==> config.mk <==
export PLATFORM = sky130hd
export DESIGN_NAME = gbf_pingpong_ctrl
export DESIGN_NICKNAME = d
export VERILOG_FILES = /design/src/rtl/gbf_pingpong_ctrl.sv
export SDC_FILE = /design/constraint.sdc
export NUM_CORES = 1
export LEC_CHECK = 0
export CORE_ASPECT_RATIO = 0.5
export CORE_MARGIN = 10
export CORE_UTILIZATION = 54
export DETAILED_ROUTE_END_ITERATION = 8
export PLACE_DENSITY = 0.8
export SLEW_MARGIN = 20
export SYNTH_ARGS = -nofsm -noshare
export SYNTH_HDL_FRONTEND = slang
export SYNTH_SLANG_ARGS = --single-unit
==> constraint.sdc <==
create_clock -name clk -period 3.6 [get_ports clk]
set_clock_uncertainty 0.1 [all_clocks]
set_input_delay 0.72 -clock clk [delete_from_list [all_inputs] [get_ports clk]]
set_output_delay 0.72 -clock clk [all_outputs]
set_load 0.05 [all_outputs]
==> src/rtl/gbf_pingpong_ctrl.sv <==
// Ping-pong read scheduler for one double-buffered GBF: fill handshake per bank,
// bank selection, read strobe/address generation with per-tile replay.
module gbf_pingpong_ctrl #(
   parameter int GBF_ADDR_BITWIDTH = 5,
   parameter int GBF_DEPTH         = 32,
   parameter int REUSE_BITWIDTH    = 4,
   parameter int TILE_CNT_BITWIDTH = 16
) (
   input  logic                         clk,
   input  logic                         reset,
   input  logic                         start,
   input  logic [GBF_ADDR_BITWIDTH:0]   cfg_len,
   input  logic [REUSE_BITWIDTH-1:0]    cfg_reuse,
   input  logic                         finish,
   input  logic                         buf1_ready,
   input  logic                         buf2_ready,
   input  logic                         pe_stall,
   output logic                         buf1_need_data,
   output logic                         buf2_need_data,
   output logic                         data_avail,
   output logic                         rd_en,
   output logic                         rd_sel,
   output logic [GBF_ADDR_BITWIDTH-1:0] rd_addr,
   output logic                         done,
   output logic [TILE_CNT_BITWIDTH-1:0] tiles_done
);

   localparam int LW = GBF_ADDR_BITWIDTH + 1;
   localparam logic [LW-1:0] MAX_LEN = LW'(GBF_DEPTH);

   typedef enum logic [1:0] {S_IDLE, S_WAIT, S_READ, S_DONE} state_t;

   state_t                         state_q, state_d;
   logic [LW-1:0]                  len_q, len_d;
   logic [REUSE_BITWIDTH-1:0]      reuse_q, reuse_d, pass_q, pass_d;
   logic [GBF_ADDR_BITWIDTH-1:0]   addr_q, addr_d;
   logic [1:0]                     full_q, full_d, need_q, need_d, fill_set;
   logic                           cur_q, cur_d, fin_q, fin_d, done_d;
   logic [TILE_CNT_BITWIDTH-1:0]   tiles_q, tiles_d;
   logic                           rd_go, last_addr, fin_any;

   function automatic logic active(state_t s);
      return (s == S_WAIT) || (s == S_READ);
   endfunction

   assign rd_go     = (state_q == S_READ) & ~pe_stall;
   assign last_addr = ({1'b0, addr_q} == (len_q - 1'b1));
   assign fin_any   = fin_q | finish;
   assign fill_set  = {buf2_ready & need_q[1], buf1_ready & need_q[0]};

   always_comb begin
      state_d = state_q;
      len_d   = len_q;
      reuse_d = reuse_q;
      pass_d  = pass_q;
      addr_d  = addr_q;
      full_d  = full_q | fill_set;
      cur_d   = cur_q;
      fin_d   = (state_q == S_IDLE) ? 1'b0 : fin_any;
      tiles_d = tiles_q;
      case (state_q)
         S_IDLE: begin
            if (start) begin
               // out-of-range lengths are clamped so the address never leaves the bank
               len_d   = (cfg_len == '0) ? LW'(1) : ((cfg_len > MAX_LEN) ? MAX_LEN : cfg_len);
               reuse_d = cfg_reuse;
               full_d  = '0;
               cur_d   = 1'b0;
               tiles_d = '0;
               state_d = S_WAIT;
            end
         end
         S_WAIT: begin
            if (fin_any) begin
               state_d = S_DONE;
            end else if (full_q[cur_q]) begin
               addr_d  = '0;
               pass_d  = '0;
               state_d = S_READ;
            end
         end
         S_READ: begin
            if (rd_go) begin
               if (!last_addr) begin
                  addr_d = addr_q + 1'b1;
               end else if (pass_q != reuse_q) begin
                  addr_d = '0;
                  pass_d = pass_q + 1'b1;
               end else begin
                  full_d[cur_q] = 1'b0;
                  cur_d         = ~cur_q;
                  tiles_d       = tiles_q + 1'b1;
                  state_d       = fin_any ? S_DONE : S_WAIT;
               end
            end
         end
         S_DONE: begin
            fin_d   = 1'b0;
            tiles_d = '0;
            state_d = S_IDLE;
         end
         default: state_d = S_IDLE;
      endcase
   end

   // need_data lags the bank flag by a cycle, drops as soon as a fill is accepted,
   // and is never raised going into or out of the stop sequence
   assign need_d = ~full_q & ~fill_set & {2{active(state_q) & active(state_d)}};
   assign done_d = (state_d == S_DONE);

   always_ff @(posedge clk or negedge reset) begin
      if (!reset) begin
         state_q <= S_IDLE;
         len_q   <= '0;
         reuse_q <= '0;
         pass_q  <= '0;
         addr_q  <= '0;
         full_q  <= '0;
         need_q  <= '0;
         cur_q   <= 1'b0;
         fin_q   <= 1'b0;
         done    <= 1'b0;
         tiles_q <= '0;
      end else begin
         state_q <= state_d;
         len_q   <= len_d;
         reuse_q <= reuse_d;
         pass_q  <= pass_d;
         addr_q  <= addr_d;
         full_q  <= full_d;
         need_q  <= need_d;
         cur_q   <= cur_d;
         fin_q   <= fin_d;
         done    <= done_d;
         tiles_q <= tiles_d;
      end
   end

   assign buf1_need_data = need_q[0];
   assign buf2_need_data = need_q[1];
   assign data_avail     = (state_q == S_READ);
   assign rd_en          = rd_go;
   assign rd_sel         = data_avail & cur_q;
   assign rd_addr        = data_avail ? addr_q : '0;
   assign tiles_done     = tiles_q;

endmodule

### Word-level counts from Yosys, hierarchy flattened

Index checks and enable logic that the tools add are counted.

* $add $sub $neg: 4
* order comparisons: 3
* eq/ne operators: 16
* mux-type cells: 44
* bitwise operators: 15
* reduce and logical (&&, ||, !) cells: 13

Operators by type and width (count)
* $mux 16: 4
* $pmux 16 s3: 1
* $mux 5: 6
* $mux 2: 11
* $mux 4: 5
* $add 16x1->16 const B: 1
* $reduce_and 5->1: 3
* $mux 6: 2
* $pmux 5 s2: 1
* $mux 1: 9
* $eq 2x2->1 const B: 4
* $ne 2x2->1 const B: 4
* $pmux 2 s4: 1
* $pmux 4 s2: 1
* $and 2x2->2: 3
* $eq 5x6->1: 1
* $gt 6x6->1 const B: 1
* $logic_not 6->1: 1
* $ne 2x1->1 const B: 3
* $not 2->2: 3
* $reduce_and 6->1: 1
* $sub 6x1->6 const B: 1
* $add 5x1->5 const B: 1
* $and 1x1->1: 5
* other kinds (18): 22

* flip-flop bits (word level): 44
* output and inout bits: 27
* word-level logic and storage cells: 106

### Logic depth before layout (Yosys ltp)

* word-level depth: 10
* mapped depth: 10

### Least setup slack after synthesis

OpenSTA, ideal clock, no wires.

* path kind: register to output
* start: reg state_q[0]
* end: out rd_en
* data arrival time: 2144 ps
* required time: 2780 ps
* path slack: 636 ps
* cell stages (with the launch flop): 6
* cell sequence: dfrtp_1 > inv_1 > ha_1 > inv_1 > clkbuf_1 > nor2_1

* longest elaborated chain between the ends: 2

RTL lines
* start: declaration: RTL line 33 `state_t state_q, state_d;`
* start signal: assignment: RTL line 125 `state_q <= state_d;`
* $eq 2x2->1
* net data_avail: RTL line 20 `output logic data_avail,`
* $and 1x1->1: RTL line 46 `assign rd_go = (state_q == S_READ) & ~pe_stall;`
* end: declaration: RTL line 21 `output logic rd_en,`

The timed path passes the listed nets, and every way through them passes these cells.

### Worst setup path after layout

* start: reg state_q[0]
* end: out rd_addr[2]

* longest elaborated chain between the ends: 2

RTL lines
* $eq 2x2->1: RTL line 141 `assign data_avail = (state_q == S_READ);`
* $mux 5: RTL line 144 `assign rd_addr = data_avail ? addr_q : '0;`
* end: declaration: RTL line 23 `output logic [GBF_ADDR_BITWIDTH-1:0] rd_addr,`

Every way passes these cells.

==> metrics.cfg <==
[global_routing]
grt-busiest-layer=met2
grt_pass1_vias=2357
grt_pass1_wl_um=11400
grt_antenna_before_repair=0
met2_usage_pct=27.2
grt_max_degree=45
grtUsageMet1_pct=19.6
gr-total-overflow=0
track_usage_pct=15.6
use_met3_pct=3.17

[synth]
ys.flop_type=dfrtp_1
synth.ff_latch_count=44
syn_avg_cell_area_um2=9.19
synthMuxAreaShare_pct=3.12
synth_xor_area_share_pct=4.30
synth_area_leaders=dfrtp_1 (40%), nand2_1 (4.8%), ha_1 (4.1%)
yosysTopAreaCell=dfrtp_1
synth_compound_area_share_pct=19.0
yosys_warnings=0
netlist.area_leader.share_pct=39.8
syn_nets=327
synth_top_family_by_area=simple AND/OR/NAND/NOR gates
syn_area_um2=2770
synth.most_common_cell=dfrtp_1
synth_fa_ha_area_share_pct=4.07
syn_inst=301
synth_edf_count=0
synth_common_cells=dfrtp_1 (44), nand2_1 (35), nor2_1 (26)
ys_seq_area_share_pct=39.8
async_flop_share_pct=100
synth_cell_types=56
synth-simple-area-share_pct=25.9

[finish]
syn_to_final_growth_pct=21.6
n_antenna_cell=0
fin_nets=368
drive_gt1_share_pct=9.33
nFillCells=375

[placement]
hpwl_um=4930
place_ws_ps=615
place.gp.congestion=0.875
portBuffers=43

[setup_path]
critPathBufInv=2
critical_path_arrival_ps=2470
end_kind=primary output
r2r_end=need_q[1]
critPathMaxFanout=18
cpLargestDelayFamily=buffers and inverters
required_ps=2780
path_cells=inv_1 > ha_1 > and2_1 > clkdlybuf4s50_1
cpPeakStageDelay_ps=810
worst_r2r_path_depth=10
critical_path.reg2reg.startpoint=len_q[0]
crit_type=reg -> out
crit_start=state_q[0]
worst_setup_path_start_kind=flip-flop
cp_slowest_cell=clkdlybuf4s50_1
rrSetupSlack_ps=630

[routing]
firstDrtPassIters=4
remaining_drc_errors=0
viasPerCell=6.12
drt-total-wl_um=6790
dr.first_iter.drc_count=207
drtAntennaViolNets=0
vias=2526
detail_route.wl_per_cell_um=16.4

[hold_path]
min_path_type=in -> async

[flow_run]
maxCapViolCount=0

[floorplan]
num_rows=18
coreArea_um2=4930
pin_count=44
die_h_um=70.6
die_w_um=121
die-area_um2=8560
floorplan.initialDensity_pct=56.1

[timing]
fmax_mhz=304
final-hold-violation-count=0
period_needed_ps=3290
slew_violations=0
whs_ps=304
worst_pin_slew_ps=585
setup_tns_ps=0
fin_ws_ps=310
rsz0062_at_grt=no
slew-limit-headroom_pct=60.7
finalSetupViolCount=0
period_share_pct=91.4

[run_status]
status=finished clean

[pwr]
p_per_area_nw_per_um2=343
peakVddDrop_mv=0.250
leakagePower_nw=1.44
finalPower_w=0.00115

[clocking]
path_clk_slew_ps=90
ctsHoldBuffers=0
cts.path.max_buffers=2
root_buffer=clkbuf_8
cts_sinks=44
clk_latency_ps=300
post_cts_resized=0
cts_setup_buffers=0
cts_made_buffers=5
htreeDepth=2
cts_tree=built

## final cells by class
cell class | count | area, um^2 | share of cell area [%]
clock buffer | 7 | 86.3 | 2.57
sequential | 44 | 1100 | 32.8
multi-input combinational | 232 | 1560 | 46.4
clock inverter | 1 | 7.51 | 0.223
timing repair buffer | 49 | 483 | 14.4
tap | 70 | 87.6 | 2.61
inverter | 10 | 37.5 | 1.12
## state kept, by name, summed over array words and instances, names as in the netlist
register    flops
tiles_done     16
len_q           6
addr_q          5
pass_q          4
reuse_q         4
full_q          2
need_q          2
state_q         2
cur_q           1
done            1
fin_q           1
## cell usage in the layout, fill, tap and decap left out, drive strengths merged, types with 2 or more instances in the layout
| cell type | instances |
|---|---|
| or3 | 6 |
| xor2 | 7 |
| o21ai | 10 |
| a31o | 2 |
| or2 | 5 |
| o211ai | 8 |
| a41o | 4 |
| and2 | 4 |
| nand4 | 11 |
| mux2 | 5 |
| clkdlybuf4s50 | 41 |
| a211oi | 3 |
| nand2b | 7 |
| a21oi | 11 |
| nor4 | 2 |
| a221o | 2 |
| inv | 10 |
| o41ai | 5 |
| nand2 | 35 |
| a22o | 2 |
| a31oi | 4 |
| o31ai | 4 |
| nor2 | 26 |
| clkbuf | 7 |
| o311ai | 2 |
| nand3 | 10 |
| dfrtp | 44 |
| buf | 8 |
| mux2i | 3 |
| and3 | 9 |
| a32o | 2 |
| ha | 9 |
| nor3 | 15 |
| xnor2 | 4 |
## per-layer routing
layer / share of wire, % / wire (um) / vias to the layer above
met5: 0 / 0 / -
met4: 0.75 / 51 / 0
met3: 6.3 / 429 / 7
met2: 49 / 3340 / 78
met1: 44 / 2970 / 1250
li1: - / - / 1191
## where the power goes
group	total [W]	leakage [nW]	switching, W	internal (W)
registers	0.000547	0.540	0.0000324	0.000515
logic	0.000267	0.853	0.000156	0.000111
clock network	0.000339	0.0445	0.000182	0.000156
total	0.00115	1.44	0.000371	0.000782
## worst max-delay path by stage
stage	end	cells past startpoint
2_1_floorplan	rd_en	5
3_3_place_gp	rd_addr[2]	4
3_5_place_dp	need_q[1]	6
4_1_cts	rd_addr[2]	4
5_1_grt	rd_addr[4]	5
6_report	rd_addr[2]	4
## stage by stage
| step | instances | utilization [%] | instance area, um^2 |
|---|---|---|---|
| floorplan | 301 | - | 2770 |
| CTS | 413 | 68.1 | 3360 |
| finish | 413 | 68.2 | 3360 |
| global route | 413 | 68.2 | 3360 |
| global placement | 405 | 66.2 | 3270 |
| detailed placement | 405 | 66.2 | 3270 |
## cells by family after synthesis
| family | count (synthesis) |
|---|---|
| compound gates | 69 |
| fa+ha+maj | 9 |
| mux | 8 |
| buf+inv | 25 |
| flops | 44 |
| simple gates | 134 |
| xor+xnor | 12 |
(Power assumes the default switching activity.)
